**config.mk**
```make
export PLATFORM = sky130hd
export DESIGN_NAME = rock_search_ctrl
export DESIGN_NICKNAME = d
export VERILOG_FILES = /design/src/rtl/rock_pkg.sv /design/src/rtl/rock_axis_step.sv /design/src/rtl/rock_search_ctrl.sv
export SDC_FILE = /design/constraint.sdc
export NUM_CORES = 1
export LEC_CHECK = 0
export CAP_MARGIN = 20
export CORE_UTILIZATION = 51
export CTS_CLUSTER_DIAMETER = 40
export DETAILED_ROUTE_END_ITERATION = 6
export GPL_ROUTABILITY_DRIVEN = 0
export PLACE_DENSITY = 0.75
export SLEW_MARGIN = 10
export SYNTH_ARGS = -nofsm -noshare
export SYNTH_HDL_FRONTEND = slang
export SYNTH_HIERARCHICAL = 1
export SYNTH_SLANG_ARGS = --single-unit
```
**constraint.sdc**
```tcl
create_clock -name clk -period 2.7 [get_ports clk]
set_input_delay 0.54 -clock clk [delete_from_list [all_inputs] [get_ports clk]]
set_output_delay 0.54 -clock clk [all_outputs]
set_load 0.1 [all_outputs]
```
**src/rtl/rock_pkg.sv**
```systemverilog
// Shared types and default constants for the rocking-search controller.
package rock_pkg;

  localparam int W_DEF          = 3;
  localparam int SETTLE_CYC_DEF = 16;
  localparam int MAX_FAIL_DEF   = 4;
  localparam int WD_CYC_DEF     = 1024;

  typedef enum logic [2:0] {
    ST_SETTLE,
    ST_WAIT,
    ST_STEP,
    ST_HOLD,
    ST_FAIL
  } state_e;

endpackage

```
**src/rtl/rock_axis_step.sv**
```systemverilog
// Saturating +/-1 stepper for one setting; blocked_o flags a move that would leave 0..2^W-1.
module rock_axis_step #(
  parameter int W = 3
) (
  input  logic [W-1:0] val_i,
  input  logic         dir_i,
  output logic [W-1:0] nxt_o,
  output logic         blocked_o
);

  always_comb begin
    blocked_o = dir_i ? (val_i == '0) : (val_i == {W{1'b1}});
    if (blocked_o)
      nxt_o = val_i;
    else if (dir_i)
      nxt_o = val_i - W'(1);
    else
      nxt_o = val_i + W'(1);
  end

endmodule

```
**src/rtl/rock_search_ctrl.sv**
```systemverilog
// Hill-climbing search over amplitude/frequency driven by stress-decrease samples.
// Optional WAIT-state watchdog is built when ROCK_WATCHDOG_EN is defined.
module rock_search_ctrl
  import rock_pkg::*;
#(
  parameter int W          = W_DEF,
  parameter int SETTLE_CYC = SETTLE_CYC_DEF,
  parameter int MAX_FAIL   = MAX_FAIL_DEF,
  parameter int WD_CYC     = WD_CYC_DEF
) (
  input  logic         clk,
  input  logic         reset,
  input  logic         restart,
  input  logic         stress_valid,
  input  logic         stress_dec,
  output logic [W-1:0] amp,
  output logic [W-1:0] freq,
  output logic         locked,
  output logic         err
);

  localparam int CW = $clog2(SETTLE_CYC + 1);
  localparam int FW = $clog2(MAX_FAIL + 1);

  state_e         state_q, state_d;
  logic [CW-1:0]  cnt_q, cnt_d;
  logic [W-1:0]   amp_q, amp_d, freq_q, freq_d;
  logic           axis_q, axis_d, dir_q, dir_d;
  logic [FW-1:0]  fail_q, fail_d;
  logic           ever_q, ever_d, dec_q, dec_d;
  logic           locked_q, locked_d, err_q, err_d;

  // Search state after judging the latched sample, before any move.
  logic [FW-1:0]  fail_e;
  logic           ever_e, axis_e, dir_e;
  logic [W-1:0]   amp_nxt, freq_nxt;
  logic           amp_blk, freq_blk, sel_blk;

  always_comb begin
    if (dec_q) begin
      fail_e = '0;
      ever_e = 1'b1;
      axis_e = axis_q;
      dir_e  = dir_q;
    end else begin
      fail_e = fail_q + FW'(1);
      ever_e = ever_q;
      axis_e = ~axis_q;
      dir_e  = ~dir_q;
    end
  end

  rock_axis_step #(.W(W)) u_amp_step (
    .val_i(amp_q), .dir_i(dir_e), .nxt_o(amp_nxt), .blocked_o(amp_blk)
  );

  rock_axis_step #(.W(W)) u_freq_step (
    .val_i(freq_q), .dir_i(dir_e), .nxt_o(freq_nxt), .blocked_o(freq_blk)
  );

  assign sel_blk = axis_e ? freq_blk : amp_blk;

`ifdef ROCK_WATCHDOG_EN
  localparam int DW = $clog2(WD_CYC + 1);
  logic [DW-1:0] wd_q, wd_d;
`endif

  always_comb begin
    state_d  = state_q;
    cnt_d    = cnt_q;
    amp_d    = amp_q;
    freq_d   = freq_q;
    axis_d   = axis_q;
    dir_d    = dir_q;
    fail_d   = fail_q;
    ever_d   = ever_q;
    dec_d    = dec_q;
    locked_d = locked_q;
    err_d    = err_q;
`ifdef ROCK_WATCHDOG_EN
    wd_d     = '0;
`endif
    case (state_q)
      ST_SETTLE: begin
        if (cnt_q == '0) state_d = ST_WAIT;
        else             cnt_d   = cnt_q - CW'(1);
      end
      ST_WAIT: begin
        if (stress_valid) begin
          dec_d   = stress_dec;
          state_d = ST_STEP;
        end
`ifdef ROCK_WATCHDOG_EN
        else if (wd_q == DW'(WD_CYC - 1)) begin
          err_d   = 1'b1;
          state_d = ST_FAIL;
        end else begin
          wd_d = wd_q + DW'(1);
        end
`endif
      end
      ST_STEP: begin
        fail_d = fail_e;
        ever_d = ever_e;
        axis_d = axis_e;
        dir_d  = dir_e;
        if (fail_e == FW'(MAX_FAIL)) begin
          if (ever_e) begin
            locked_d = 1'b1;
            state_d  = ST_HOLD;
          end else begin
            err_d   = 1'b1;
            state_d = ST_FAIL;
          end
        end else begin
          if (axis_e) freq_d = freq_nxt;
          else        amp_d  = amp_nxt;
          // A blocked move on an improving sample is a fail not yet counted.
          if (sel_blk && dec_q) begin
            fail_d = fail_e + FW'(1);
            dir_d  = ~dir_e;
          end
          cnt_d   = CW'(SETTLE_CYC - 1);
          state_d = ST_SETTLE;
        end
      end
      default: ;
    endcase
    if (restart) begin
      state_d  = ST_SETTLE;
      cnt_d    = CW'(SETTLE_CYC - 1);
      amp_d    = '0;
      freq_d   = '0;
      axis_d   = 1'b0;
      dir_d    = 1'b0;
      fail_d   = '0;
      ever_d   = 1'b0;
      dec_d    = 1'b0;
      locked_d = 1'b0;
      err_d    = 1'b0;
`ifdef ROCK_WATCHDOG_EN
      wd_d     = '0;
`endif
    end
  end

  always_ff @(posedge clk or posedge reset) begin
    if (reset) begin
      state_q  <= ST_SETTLE;
      cnt_q    <= CW'(SETTLE_CYC - 1);
      amp_q    <= '0;
      freq_q   <= '0;
      axis_q   <= 1'b0;
      dir_q    <= 1'b0;
      fail_q   <= '0;
      ever_q   <= 1'b0;
      dec_q    <= 1'b0;
      locked_q <= 1'b0;
      err_q    <= 1'b0;
`ifdef ROCK_WATCHDOG_EN
      wd_q     <= '0;
`endif
    end else begin
      state_q  <= state_d;
      cnt_q    <= cnt_d;
      amp_q    <= amp_d;
      freq_q   <= freq_d;
      axis_q   <= axis_d;
      dir_q    <= dir_d;
      fail_q   <= fail_d;
      ever_q   <= ever_d;
      dec_q    <= dec_d;
      locked_q <= locked_d;
      err_q    <= err_d;
`ifdef ROCK_WATCHDOG_EN
      wd_q     <= wd_d;
`endif
    end
  end

  assign amp    = amp_q;
  assign freq   = freq_q;
  assign locked = locked_q;
  assign err    = err_q;

endmodule
```
==> out/metrics.yaml <==
hold_slack_ns: 0.518
required_ns: 2.91
drt-wirelength-per-cell_um: 15.0
wl_mm: 3.18
ir_drop_mv: 0.284
p_per_area_nw_per_um2: 332
drt_iter0_drc: 43
syn-cell-area_um2: 1500
fin_crit_sh: 0.889
slew_headroom: 0.667
diodes: 0
ys_ff_latch: 23
power.leakage_nw: 0.813
antenna_found_initial: 0
ant_nets: 0
grt_max_degree: 24
synth_top_area_frac: 0.318
maxCapViolCount: 0
worstPathArrival_ns: 2.61
firstDrtPassIters: 4
synth_cell_type_count: 37
filler_cell_count: 243
setup_tns_ns: 0
clockBufferDepth: 2
io_pins: 13
cts_resized: 0
post_dp_cell_area_um2: 1640
die_w_um: 56.1
rsz0062_at_grt: "false"
insertion_delay_ns: 0.31
yosys_warnings: 6
synth_area_per_cell_um2: 9.01
gr-usage-all-layers: 0.227
start_util: 0.542
numPortBuffers: 12
finClkSkew_ns: 0.00282
core_um2: 2760
hpwl_mm: 2.33
cp-startpoint: "dec_q$_DFFE_PP0P_"
drc: 0
cts_buffers: 3
synth_most_common_cell: "nor2_1"
final_util: 0.606
cp_max_fo: 9
yosysSeqAreaShare: 0.388
r2r-end: "amp[2]$_DFFE_PP0P_"
hold_path.class: "reg2reg"
clkTransAtPathRegs_ns: 0.13
async_reset_ff_frac: 1.00
die_area_um2: 3150
start_kind: "register"
cts_tree: "yes"
synth_nets: 177
viasPerCell: 6.05
syn_to_final_growth_pct: 11.7
reg2reg_depth: 8
cp_common_cell: "nor2_1"
grt_pass1_wl_mm: 5.67
crit_family: "simple AND/OR/NAND/NOR gates"
die_h_um: 56.1
setup_viol: 0
critPathCapture: "amp[2]$_DFFE_PP0P_"
crit_path_end_kind: "register"
yosys.area.top_type: "dfrtp_1"
grt_pass1_vias: 1296
synth-edff-count: 0
root_buffer: "clkbuf_4"
synth-main-ff-cell: "dfrtp_1"
rows: 19
r2r_slack_ns: 0.30
status: "completed"
fmax_mhz: 417
fin_nets: 193
drive_gt1_frac: 0.144
cp_slowest_cell: "dfrtp_1"
ctsHtreeMaxLevel: 1
syn_inst: 166
finish.instance_area_um2: 1670
synth_area_leaders: "dfrtp_1 32%, dfstp_2 7.0%, mux2i_1 6.7%"
worstSetupPathDepth: 8
path_cells: "xnor2_1 > inv_1 > fa_1 > or3b_2 > a21oi_1 > nor2_1 > mux2i_1 > nor2_1"
total_power_mw: 0.554
clock-sinks: 23
postCtsHoldBufs: 0
crit_type: "reg2reg"
hold_violations: 0
cts_setup_buffers: 0
worst_path_largest_cell_delay_ns: 0.51
grt_overflow: 0
tightest_slew_ns: 0.498
vias: 1282
ys_top_cells_by_count: "23 x nor2_1, 19 x dfrtp_1, 18 x inv_1, 13 x a21oi_1, 10 x mux2i_1"
min_period_ns: 2.40
finalMaxSlewViolations: 0
r2r_start: "dec_q$_DFFE_PP0P_"
critPathBufInv: 1
## final cells by class
cell class              instances  area [um2]  share of cell area
multi-input cells             120         826               0.494
well taps                      31        38.8              0.0232
clock inverters                 1        5.00             0.00300
inverters                      18        67.6              0.0404
clock buffers                   3        22.5              0.0135
flip-flops and latches         23         581               0.348
repair buffers                 16         130              0.0779
## worst min path at each step
stage                                     from                    to  slack, ns  depth (start not counted)
after global routing           err$_DFFE_PP0P_       err$_DFFE_PP0P_       0.53                          1
after global placement         err$_DFFE_PP0P_       err$_DFFE_PP0P_       0.48                          1
final                       locked$_DFFE_PP0P_    locked$_DFFE_PP0P_       0.52                          2
after detailed placement    locked$_DFFE_PP0P_    locked$_DFFE_PP0P_       0.49                          2
after CTS                   locked$_DFFE_PP0P_    locked$_DFFE_PP0P_       0.52                          2
after floorplan           cnt_q[1]$_DFFE_PP1P_  cnt_q[1]$_DFFE_PP1P_       0.49                          2
## layout by cell type (no fill, tap or decap), types with 2 or more instances in the layout
cell type / netlist / layout
or3b_1: 5 / 5
o21ai_0: 9 / 9
nor2_1: 23 / 23
xor2_1: 2 / 2
nand3_1: 5 / 5
a21oi_1: 13 / 13
or3_2: 2 / 2
nand2_1: 3 / 3
mux2i_1: 10 / 10
dfrtp_1: 19 / 19
fa_1: 2 / 2
ha_1: 4 / 4
nor3_1: 8 / 8
a32oi_1: 2 / 2
xnor2_1: 6 / 6
a31oi_1: 2 / 2
o21a_1: 4 / 4
inv_1: 18 / 18
buf_4: 0 / 12
dfstp_2: 4 / 4
or3b_2: 2 / 2
a22oi_1: 2 / 2
clkdlybuf4s50_1: 0 / 4
o21ai_1: 2 / 2
a21boi_0: 2 / 2
clkbuf_4: 0 / 3
## sequential cells by signal, indices dropped and copies added (netlist names)
name,flops
dir_q,1
axis_q,1
amp,3
state_q,3
dec_q,1
cnt_q,5
ever_q,1
freq,3
locked,1
err,1
fail_q,3
## kinds of logic (layout without fill, tap and decap cells)
group | Yosys count | count (layout) | synth area share
AOI/OAI and AO/OA | 42 | 42 | 0.183
xor gates and xnor gates | 8 | 8 | 0.0469
adders and majority gates | 6 | 6 | 0.0603
buffers and inverters | 23 | 38 | 0.0594
DFF | 23 | 23 | 0.388
muxes | 10 | 10 | 0.0669
and+or+nand+nor | 54 | 54 | 0.195
## power breakdown
| group | switching (mW) | total [mW] | internal, mW |
|---|---|---|---|
| sequential | 0.00363 | 0.355 | 0.351 |
| clock | 0.110 | 0.165 | 0.0554 |
| combinational | 0.0210 | 0.0344 | 0.0134 |
## metrics by stage
stage	setup slack, ns	cells
final	0.299	212
after global routing	0.126	212
after CTS	0.326	212
after detailed placement	0.353	208
after global placement	0.481	208
after floorplan	0.0170	166
## layer usage
layer	track usage	vias up	wire, um
li1	-	617	-
met1	0.281	627	1410
met2	0.405	34	1600
met3	0.0326	4	134
met4	0.0732	0	33
met5	0	-	0
## worst min-delay path: cells and delay by family, from the launching register on
family           cells  cell delay, ns
AND/OR/NAND/NOR      1            0.07
flip-flops           1            0.37
AO/OA/AOI/OAI        1            0.05
(Power assumes the default switching activity.)
